**config.mk**
```make
export PLATFORM = sky130hd
export DESIGN_NAME = ph_fifo_array
export DESIGN_NICKNAME = d
export VERILOG_FILES = /design/src/rtl/ph_fifo_array.sv
export SDC_FILE = /design/constraint.sdc
export NUM_CORES = 1
export LEC_CHECK = 0
export CAP_MARGIN = 5
export CORE_AREA = 4 4 217 219
export DETAILED_ROUTE_END_ITERATION = 7
export DIE_AREA = 0 0 221 223
export GPL_ROUTABILITY_DRIVEN = 0
export GPL_TIMING_DRIVEN = 0
export PLACE_DENSITY = 0.56
export SLEW_MARGIN = 25
export SYNTH_ARGS = -nofsm -noshare
export SYNTH_HDL_FRONTEND = slang
export SYNTH_SLANG_ARGS = --single-unit
```
**constraint.sdc**
```tcl
create_clock -name h_phi2 -period 6.8 [get_ports h_phi2]
set_input_delay 1.36 -clock h_phi2 [delete_from_list [all_inputs] [get_ports h_phi2]]
set_output_delay 1.36 -clock h_phi2 [all_outputs]
set_load 0.005 [all_outputs]
```
**src/rtl/ph_fifo_array.sv**
```systemverilog
// ph_fifo_array: parasite-to-host channel array.
// Channel 0 is a deep FIFO, PAIR_CH is a 2-entry mode register, others are DEPTHN deep.
module ph_fifo_array #(
    parameter int NCH     = 4,
    parameter int DW      = 8,
    parameter int DEPTH0  = 24,
    parameter int DEPTHN  = 1,
    parameter int PAIR_CH = 2,
    parameter int CW      = 6
) (
    input  logic              h_phi2,
    input  logic              h_rst_b,
    input  logic              h_rd,
    input  logic [NCH-1:0]    h_selectData,
    input  logic [NCH-1:0]    h_flush,
    output logic [DW-1:0]     h_data,
    output logic [NCH-1:0]    h_data_available,
    output logic              h_zero_bytes_available,
    output logic [NCH*CW-1:0] h_count,
    input  logic              p_we,
    input  logic [NCH-1:0]    p_selectData,
    input  logic [DW-1:0]     p_data,
    input  logic              one_byte_mode,
    output logic [NCH-1:0]    p_full
);

    logic [NCH-1:0] w_sel;
    logic [NCH-1:0] w_push;
    logic [NCH-1:0] w_pop;
    logic [DW-1:0]  w_head [NCH];
    logic [CW-1:0]  w_cnt  [NCH];

    // Host side reads only the lowest selected channel
    assign w_sel  = h_selectData & (~h_selectData + NCH'(1));
    assign w_push = {NCH{p_we}} & p_selectData & ~p_full;
    assign w_pop  = {NCH{h_rd}} & w_sel & h_data_available;

    for (genvar gi = 0; gi < NCH; gi++) begin : g_ch
        localparam int D  = (gi == 0) ? DEPTH0 :
                            (gi == PAIR_CH) ? 2 : DEPTHN;
        localparam int AW = (D > 1) ? $clog2(D) : 1;

        logic [DW-1:0] r_mem [D];
        logic [AW-1:0] r_rd_ptr;
        logic [AW-1:0] r_wr_ptr;
        logic [CW-1:0] r_cnt;
        logic [AW-1:0] w_rd_nxt;
        logic [AW-1:0] w_wr_nxt;

        assign w_rd_nxt = (r_rd_ptr == AW'(D - 1)) ? '0 : r_rd_ptr + AW'(1);
        assign w_wr_nxt = (r_wr_ptr == AW'(D - 1)) ? '0 : r_wr_ptr + AW'(1);

        // Circular buffer state; flush discards any same-cycle push or pop
        always_ff @(posedge h_phi2) begin
            if (!h_rst_b) begin
                r_rd_ptr <= '0;
                r_wr_ptr <= '0;
                r_cnt    <= '0;
                for (int j = 0; j < D; j++) begin
                    r_mem[j] <= '0;
                end
            end else if (h_flush[gi]) begin
                r_rd_ptr <= '0;
                r_wr_ptr <= '0;
                r_cnt    <= '0;
            end else begin
                if (w_push[gi]) begin
                    r_mem[r_wr_ptr] <= p_data;
                    r_wr_ptr        <= w_wr_nxt;
                end
                if (w_pop[gi]) begin
                    r_rd_ptr <= w_rd_nxt;
                end
                if (w_push[gi] && !w_pop[gi]) begin
                    r_cnt <= r_cnt + CW'(1);
                end else if (w_pop[gi] && !w_push[gi]) begin
                    r_cnt <= r_cnt - CW'(1);
                end
            end
        end

        assign w_head[gi]            = r_mem[r_rd_ptr];
        assign w_cnt[gi]             = r_cnt;
        assign h_count[gi*CW +: CW]  = r_cnt;

        if (gi == PAIR_CH) begin : g_pair
            logic w_ready;
            assign w_ready = one_byte_mode ? (r_cnt != '0)
                                           : (r_cnt == CW'(2));
            assign h_data_available[gi] = w_ready;
            assign p_full[gi]           = w_ready;
        end else begin : g_fifo
            assign h_data_available[gi] = (r_cnt != '0);
            assign p_full[gi]           = (r_cnt == CW'(D));
        end
    end

    assign h_zero_bytes_available = (w_cnt[PAIR_CH] == '0);

    // Head of the lowest selected channel, zero when none selected
    always_comb begin
        h_data = '0;
        for (int i = 0; i < NCH; i++) begin
            if (w_sel[i]) begin
                h_data = w_head[i];
            end
        end
    end

endmodule
```
**Word level (Yosys, flattened, before mapping)**

Memories as Yosys holds them, arrays and structs flattened. A register that Yosys moved wholly into a read port is not among the register bits.
Index checks and enable logic that the tools add are counted.
Widths: inputs -> output; s select.

- Add/subtract/negate cells: 13
- Equal/unequal tests: 6
- Mux-type cells: 48
- Bitwise operators: 8
- Reductions and logical operators: 33

Operators with widths:

| cell | number |
|---|---|
| $mux 8 | 8 |
| $mux 6 | 8 |
| $reduce_or 8->1 | 4 |
| $mux 1 | 27 |
| $mux 5 | 5 |
| $add 6x1->6 const B | 4 |
| $reduce_bool 6->1 | 4 |
| $sub 6x1->6 const B | 4 |
| $and 4x4->4 | 5 |
| $eq 6x1->1 const B | 2 |
| $add 5x1->5 const B | 2 |
| $eq 5x5->1 const B | 2 |
| $logic_and 1x1->1 | 8 |
| $logic_not 1->1 | 8 |
| $not 4->4 | 2 |
| $reduce_bool 2->1 | 4 |
| $reduce_or 2->1 | 4 |
| $eq 6x2->1 const B | 1 |
| $eq 6x5->1 const B | 1 |
| $logic_not 6->1 | 1 |
| $add 4x1->4 const B | 1 |
| $add 1x1->1 const B | 2 |
| $not 1->1 | 1 |

- Flip-flop bits (word level): 36
- RAM bits: 224
- Bits of input ports: 25
- Output and inout port bits: 41
- Logic and storage cells: 120
- Memories: 4

Memories:

| name | words | width | read ports | clocked after Yosys merged registers in | wr ports | line | RTL |
|---|---|---|---|---|---|---|---|
| g_ch[0].r_mem | 24 | 8 | 1 | 1 | 24 | 43 | `logic [DW-1:0] r_mem [D];` |
| g_ch[2].r_mem | 2 | 8 | 1 | 1 | 2 | 43 |  |
| g_ch[1].r_mem | 1 | 8 | 1 | 0 | 1 | 43 |  |
| g_ch[3].r_mem | 1 | 8 | 1 | 0 | 1 | 43 |  |

**Depth between registers and ports, before layout**

Gate-level depths: netlist of the first run.

- Depth after elaboration: 10
- Depth in mapped cells: 13
- Depth with buffers taken out: 12

**Worst setup path before layout of the first run**

OpenSTA, ideal clock, no wires.

- Kind: input port to output port
- From: in h_selectData[0]
- To: out h_data[0]
- Arrival time: 2.325 ns
- Required time: 5.440 ns
- Slack: 3.115 ns
- Stages on the path: 4
- Buffers on the path: 1
- Cells stage by stage: clkbuf_1 nor4b_2 a221oi_1 o21ai_1

- Word-level cells in the longest chain between the ends: 7

RTL lines:

| item | line | RTL |
|---|---|---|
| start, declared | 14 | `input logic [NCH-1:0] h_selectData,` |
| $not 4->4 | 34 | `assign w_sel = h_selectData & (~h_selectData + NCH'(1));` |
| $add 4x1->4 | 34 |  |
| $and 4x4->4 * | 34 |  |
| $mux 8 (3 in a row) | 104 | `if (w_sel[i]) begin` |
| $mux 8 * | 104 |  |
| end, declared | 16 | `output logic [DW-1:0] h_data,` |

Mark *: on every way between the ends. The rest lies on a longest branch, timed or not.

**Worst setup path after layout of the first run**

- From: in h_selectData[0]
- To: out h_data[3]

The elaborated chain is that of the path after synthesis.

==> key figures, run 1 <==
Drt
  • Vias per cell: 5.111
  • Post-route DRC: 0
  • Routed wire length: 41.13 mm
  • Violation count after the first detailed-routing iteration: 839
  • Wirelength per Cell: 20.80 microns
  • Vias after detailed routing: 10.11k
  • Post-DRT Antenna Nets: 0
  • Drt first pass iters: 5

Power and ir drop
  • Combinational Power Share: 7.5%
  • Switch Pwr: 1.053 mW
  • Int Power: 3.534 mW
  • Pleak: 6.346 nW
  • Peak supply drop: 162.0 uV
  • Sequential power share: 49.8%
  • Clock network fraction of design power: 42.7%
  • Overall power: 4.587 mW
  • Power Density: 251.3 nW/um^2
  • Switching Fraction: 22.95%

Placed design
  • Port Buf Inserts: 65
  • DP Area: 17060 sq um
  • HPWL after DPL: 28.94 mm
  • Pre-CTS WS: 1.165 ns

Worst setup path
  • Critical Path Fanout Max: 10
  • Critical path required time: 5.44 ns
  • Critical path class: in -> out
  • CP arrival: 4.29 ns
  • Setup crit end kind: primary output
  • Worst Reg-to-Reg Cells: 12
  • Kind of start point of the critical path: primary input

Global route
  • All-Layer GR Usage: 16.38%
  • Number of global-route vias before repair: 10.05k
  • Initial antenna violation count: 2
  • Largest net degree at the start of global routing: 19
  • Global-route wire length before repair: 62.09 mm
  • Grt total ovfl: 0

Logic synthesis
  • Commonest cells in the netlist: edfxtp_1 (288), and2_1 (192), mux2i_1 (128)
  • Synthesized flop and latch total: 330
  • Seq/Total Area, Yosys: 60.73%
  • Mapped Cells: 1240
  • EDFF count, synth: 288
  • Synth top area cells: edfxtp_1 (55%), mux2i_1 (8.2%), and2_1 (7.7%)
  • Largest area contributor in the netlist: edfxtp_1
  • Synthesized area per cell: 12.60 sq um
  • Most numerous cell in the Yosys netlist: edfxtp_1
  • Ys async rst share: 0%
  • Most used flip-flop cell after synthesis: edfxtp_1
  • Warnings, synthesis: 0
  • Post-synthesis cell type count: 59
  • Synthesized Nets: 1290
  • Post-synth top area share: 55.35%
  • Cell Area, Synth: 15620 sq um

Floorplanning
  • IO Count: 66
  • Initial Utilization: 34.65%
  • Die height: 223 microns
  • Num rows: 78
  • Die ar.: 49280 sq um
  • Core area: 45090 sq um
  • Die width: 221 microns

STA
  • Setup violators final: 0
  • Final worst-path setup slack: 1.148 ns
  • Period minus WS final: 5.652 ns
  • Final Skew: 0.02508 ns
  • Hold Fails Final Rpt: 0
  • RSZ-0062 raised after global routing: no
  • Worst-Margin Slew: 0.9401 ns
  • Final Cycle Share: 83.11%
  • Total negative slack: 0 ns
  • Fmax: 0.1769 GHz
  • Max Slew Vio Count: 0
  • Slew headroom: 37.16%

Cells and area
  • Area growth from synthesis to layout: 16.80%
  • Area occupied by multi-input gates: 5657 sq um
  • Register area: 9489 sq um
  • Nets: 1398
  • Number of diodes: 0
  • Fillers: 4270
  • Finished Core Util: 40.48%
  • Post-route design area: 18250 sq um
  • Layout cell share with drive strength beyond 1: 8.351%

Status
  • Status: completed

Clocking
  • Post-CTS Resized: 0
  • Skew-Pair Late Insertion Delay: 0.55 ns
  • Clock sinks: 330
  • CTS Hold Bufs: 0
  • Max H-tree Level: 2
  • Post-CTS setup buffers: 0
  • Root Driver: clkbuf_16
  • CTS tree: yes
  • Clock-pin transition on the worst setup and hold timing paths: 0.05 ns
  • Clock buffer depth: 3
  • Num CTS Buffers: 39

Flow run
  • Maxcap violations: 0

Min path
  • Hold Path Class: reg -> reg
  • Hold Path Depth: 2
## final cells by class
type                       instances  share of cell area (%)
timing repair buffer              67                   3.647
inverter                          27                  0.5553
multi-input combinational        807                   31.00
sequential                       330                   52.00
clock buffer                      54                   5.828
clock inverter                    16                  0.6856
buffer                            76                   2.180
tap                              600                   4.114
## metrics by stage
stage               std cells  hold WS [ns]
floorplan                1240        0.4633
detailed placement       1907        0.4906
CTS                      1977        0.4976
global route             1977        0.5365
global placement         1905        0.4913
finish                   1977        0.4956
## metal layers
metal	up-vias	track usage (%)	routed length, microns
met1	4998	23.19	19130
met3	76	2.842	2187
met2	260	25.58	18530
li1	4769	-	-
met4	2	5.617	1266
met5	-	0	16
## final timing paths
path                        from          endpoint  slack, ns
max              h_selectData[0]         h_data[3]       1.15
min          g_ch[0].r_rd_ptr[3]              flop       0.50
max reg2reg     g_ch[2].r_cnt[0]  g_ch[2].r_cnt[5]       3.46
min reg2reg  g_ch[0].r_rd_ptr[3]              flop       0.50
## power by group through the flow
stage | logic, mW | registers, mW | clock network [mW]
3_5_place_dp | 0.343 | 2.33 | 0
6_report | 0.342 | 2.28 | 1.96
5_1_grt | 0.375 | 2.29 | 2.08
3_3_place_gp | 0.339 | 2.32 | 0
2_1_floorplan | 0.196 | 2.32 | 0
4_1_cts | 0.345 | 2.28 | 2.00
## worst max-delay path, stage by stage
cell	delay, ns
clkdlybuf4s50_1	0.44
clkbuf_1	0.30
nor4b_2	0.89
a221oi_1	0.36
o21ai_1	0.34
clkdlybuf4s50_1	0.59
## sequential cells by signal (all words and copies together) (netlist names), named ones only
name	cells
g_ch.r_cnt	24
g_ch.r_rd_ptr	6
g_ch.r_wr_ptr	6
g_ch.r_mem	288
## cell usage in the layout, fill, tap and decap left out, types with 32 or more instances in the layout
cell / n
nor2_1: 75
clkdlybuf4s50_1: 65
a21oi_1: 57
and2_1: 192
clkbuf_16: 40
a22oi_1: 48
mux2i_1: 128
clkbuf_1: 55
edfxtp_1: 288
and3_1: 32
dfxtp_1: 42
## cells by family (layout without fill, tap and decap cells)
kind of cell,after synthesis,after routing,synth area share [%]
AOI/OAI and AO/OA,188,188,7.423
xor gates and xnor gates,21,21,1.177
adders and majority gates,25,25,2.098
buffers and inverters,103,240,3.195
DFF,330,330,60.73
muxes,145,145,9.425
and+or+nand+nor,428,428,15.95
Note: power is estimated with default switching activity, not from simulation.
==> run 2: changes to the inputs <==
==> constraint.sdc (replaced) <==
create_clock -name h_phi2 -period 5.8 [get_ports h_phi2]
set_input_delay 1.16 -clock h_phi2 [delete_from_list [all_inputs] [get_ports h_phi2]]
set_output_delay 1.16 -clock h_phi2 [all_outputs]
set_load 0.005 [all_outputs]
==> results of run 2 <==
The final DEF is identical to that of run 1. Status: completed.
Among the figures that moved: setup slack after placement 1.165 ns -> 0.5653 ns; setup slack after layout 1.148 ns -> 0.5485 ns; register-to-register setup slack 3.46 ns -> 2.46 ns; total power 4.587 mW -> 5.377 mW; worst IR drop on VDD 162.0 uV -> 189.9 uV
==> run 3: changes to the inputs <==
--- a/config.mk
+++ b/config.mk
@@ -6,12 +6,12 @@
 export NUM_CORES = 1
 export LEC_CHECK = 0
 export CAP_MARGIN = 5
-export CORE_AREA = 4 4 217 219
+export CORE_AREA = 4 4 174 176
 export DETAILED_ROUTE_END_ITERATION = 7
-export DIE_AREA = 0 0 221 223
+export DIE_AREA = 0 0 178 180
 export GPL_ROUTABILITY_DRIVEN = 0
 export GPL_TIMING_DRIVEN = 0
-export PLACE_DENSITY = 0.56
+export PLACE_DENSITY = 0.79
 export SLEW_MARGIN = 25
 export SYNTH_ARGS = -nofsm -noshare
 export SYNTH_HDL_FRONTEND = slang
==> run 3 against run 2 <==
Compared with the run above:
- fmax up 2.0%
- total power down 0.99%
- non-clock buffer count down 2
- via count up 3.9%
- core utilization up 22 points
- sequential share of layout area up 0.93 points
- combinational power about the same
- first-iteration DRC count up 21%
- critical path type unchanged
==> key figures, run 3 (synthesis results as in run 1) <==
Drt
  • Post-route DRC: 0
  • Vias per cell: 5.997
  • Violation count after the first detailed-routing iteration: 1018
  • Routed wire length: 38.21 mm
  • Vias after detailed routing: 10.50k
  • Post-DRT Antenna Nets: 0
  • Drt first pass iters: 7
  • Wirelength per Cell: 21.82 microns

Clocking
  • CTS Hold Bufs: 0
  • Clock-pin transition on the worst setup and hold timing paths: 0.06 ns
  • Clock buffer depth: 3
  • CTS tree: yes
  • Post-CTS setup buffers: 0
  • Num CTS Buffers: 35
  • Post-CTS Resized: 0
  • Max H-tree Level: 2
  • Skew-Pair Late Insertion Delay: 0.52 ns
  • Clock sinks: 330
  • Root Driver: clkbuf_16

Worst setup path
  • Critical Path Fanout Max: 10
  • Critical path required time: 4.64 ns
  • Setup crit end kind: primary output
  • Kind of start point of the critical path: primary input
  • CP arrival: 3.99 ns
  • Critical path class: in -> out

STA
  • Hold Slack: 0.5043 ns
  • Setup violators final: 0
  • RSZ-0062 raised after global routing: no
  • Max Slew Vio Count: 0
  • Final Cycle Share: 88.76%
  • Final Skew: 0.02087 ns
  • Worst-Margin Slew: 0.9454 ns
  • Hold Fails Final Rpt: 0
  • Fmax: 0.1942 GHz
  • Period minus WS final: 5.148 ns
  • Slew headroom: 36.81%
  • Total negative slack: 0 ns

Floorplanning
  • Die width: 178 microns
  • IO Count: 66
  • Num rows: 62
  • Die height: 180 microns
  • Core area: 28630 sq um
  • Die ar.: 32040 sq um
  • Initial Utilization: 54.59%

Placed design
  • DP Area: 16780 sq um
  • HPWL after DPL: 26.33 mm
  • Port Buf Inserts: 65
  • Dpl cells: 1689

Global route
  • Number of global-route vias before repair: 10.36k
  • All-Layer GR Usage: 23.47%
  • Grt total ovfl: 0
  • Initial antenna violation count: 0
  • Global-route wire length before repair: 58.19 mm
  • Largest net degree at the start of global routing: 19

Cells and area
  • Biggest regs: g_ch.r_mem (288), g_ch.r_cnt (24)
  • Largest register FFs: 288
  • Commonest non-fill, non-tap cell in the layout: edfxtp_1
  • Most frequent cells in the layout: edfxtp_1 (288), and2_1 (192), mux2i_1 (128)
  • Largest Register: g_ch.r_mem
  • Post-route design area: 17930 sq um
  • Layout cell share with drive strength beyond 1: 8.266%
  • Number of diodes: 0
  • Area growth from synthesis to layout: 14.75%
  • Fin cells: 1751
  • Nets: 1392
  • Fillers: 2091

Min path
  • Hold Path Class: reg -> reg

Status
  • Status: completed

Power and ir drop
  • Pleak: 6.328 nW
  • Power Density: 296.9 nW/um^2
  • Peak supply drop: 171.9 uV
  • Overall power: 5.324 mW

Flow run
  • Maxcap violations: 0
## run 3: cell types whose count changed in the layout (fill, tap and decap cells not counted), moves of 2 or more
cell / delta
bufinv_16: +3
clkbuf_1: -7
clkinv_2: +2
buf_4: -2
clkbuf_16: -4
## run 3: path summary, 6_finish.rpt
| kind | to | slack (ns) | cells after the start | from |
|---|---|---|---|---|
| setup / recovery | h_data[3] | 0.65 | 6 | h_selectData[0] |
| hold / removal | g_ch[0].r_rd_ptr[1] | 0.50 | 2 | g_ch[0].r_rd_ptr[1] |
| setup reg to reg | g_ch[2].r_cnt[5] | 2.46 | 12 | g_ch[2].r_cnt[0] |
| hold reg to reg | g_ch[0].r_rd_ptr[1] | 0.50 | 2 | g_ch[0].r_rd_ptr[1] |
## run 3: area by class of cell
cell class / instances / area [sq um] / share of cell area (%)
sequential: 330 / 9489 / 52.92
multi-input combinational: 807 / 5657 / 31.55
clock buffer: 43 / 937.1 / 5.227
timing repair buffer: 65 / 650.6 / 3.629
tap: 384 / 480.5 / 2.680
buffer: 76 / 397.9 / 2.219
clock inverter: 19 / 216.5 / 1.207
inverter: 27 / 101.3 / 0.5652
## run 3: through the flow
step           worst slack (ns)  utilization [%]
2_1_floorplan             2.354                -
3_3_place_gp             0.7846            58.54
3_5_place_dp             0.7755            58.61
4_1_cts                  0.7717            62.64
5_1_grt                  0.5463            62.64
6_report                 0.6519            62.64
## run 3: layer usage
layer	vias up	global-route usage (%)	part of all wire, %
met3	105	4.643	9.5
met5	-	0	0
met1	5087	31.99	39
met4	0	9.375	4.0
li1	4757	-	-
met2	551	37.12	47
## run 3: power by group
part	switching [mW]	internal (mW)	total (mW)
combinational	0.235	0.164	0.399
clock	0.910	1.34	2.25
sequential	0.0324	2.65	2.68
## run 3: critical path, stage by stage
cell	delay [ns]
clkdlybuf4s50_1	0.44
clkbuf_1	0.28
nor4b_2	0.88
a221oi_1	0.35
o21ai_1	0.29
clkdlybuf4s50_1	0.57
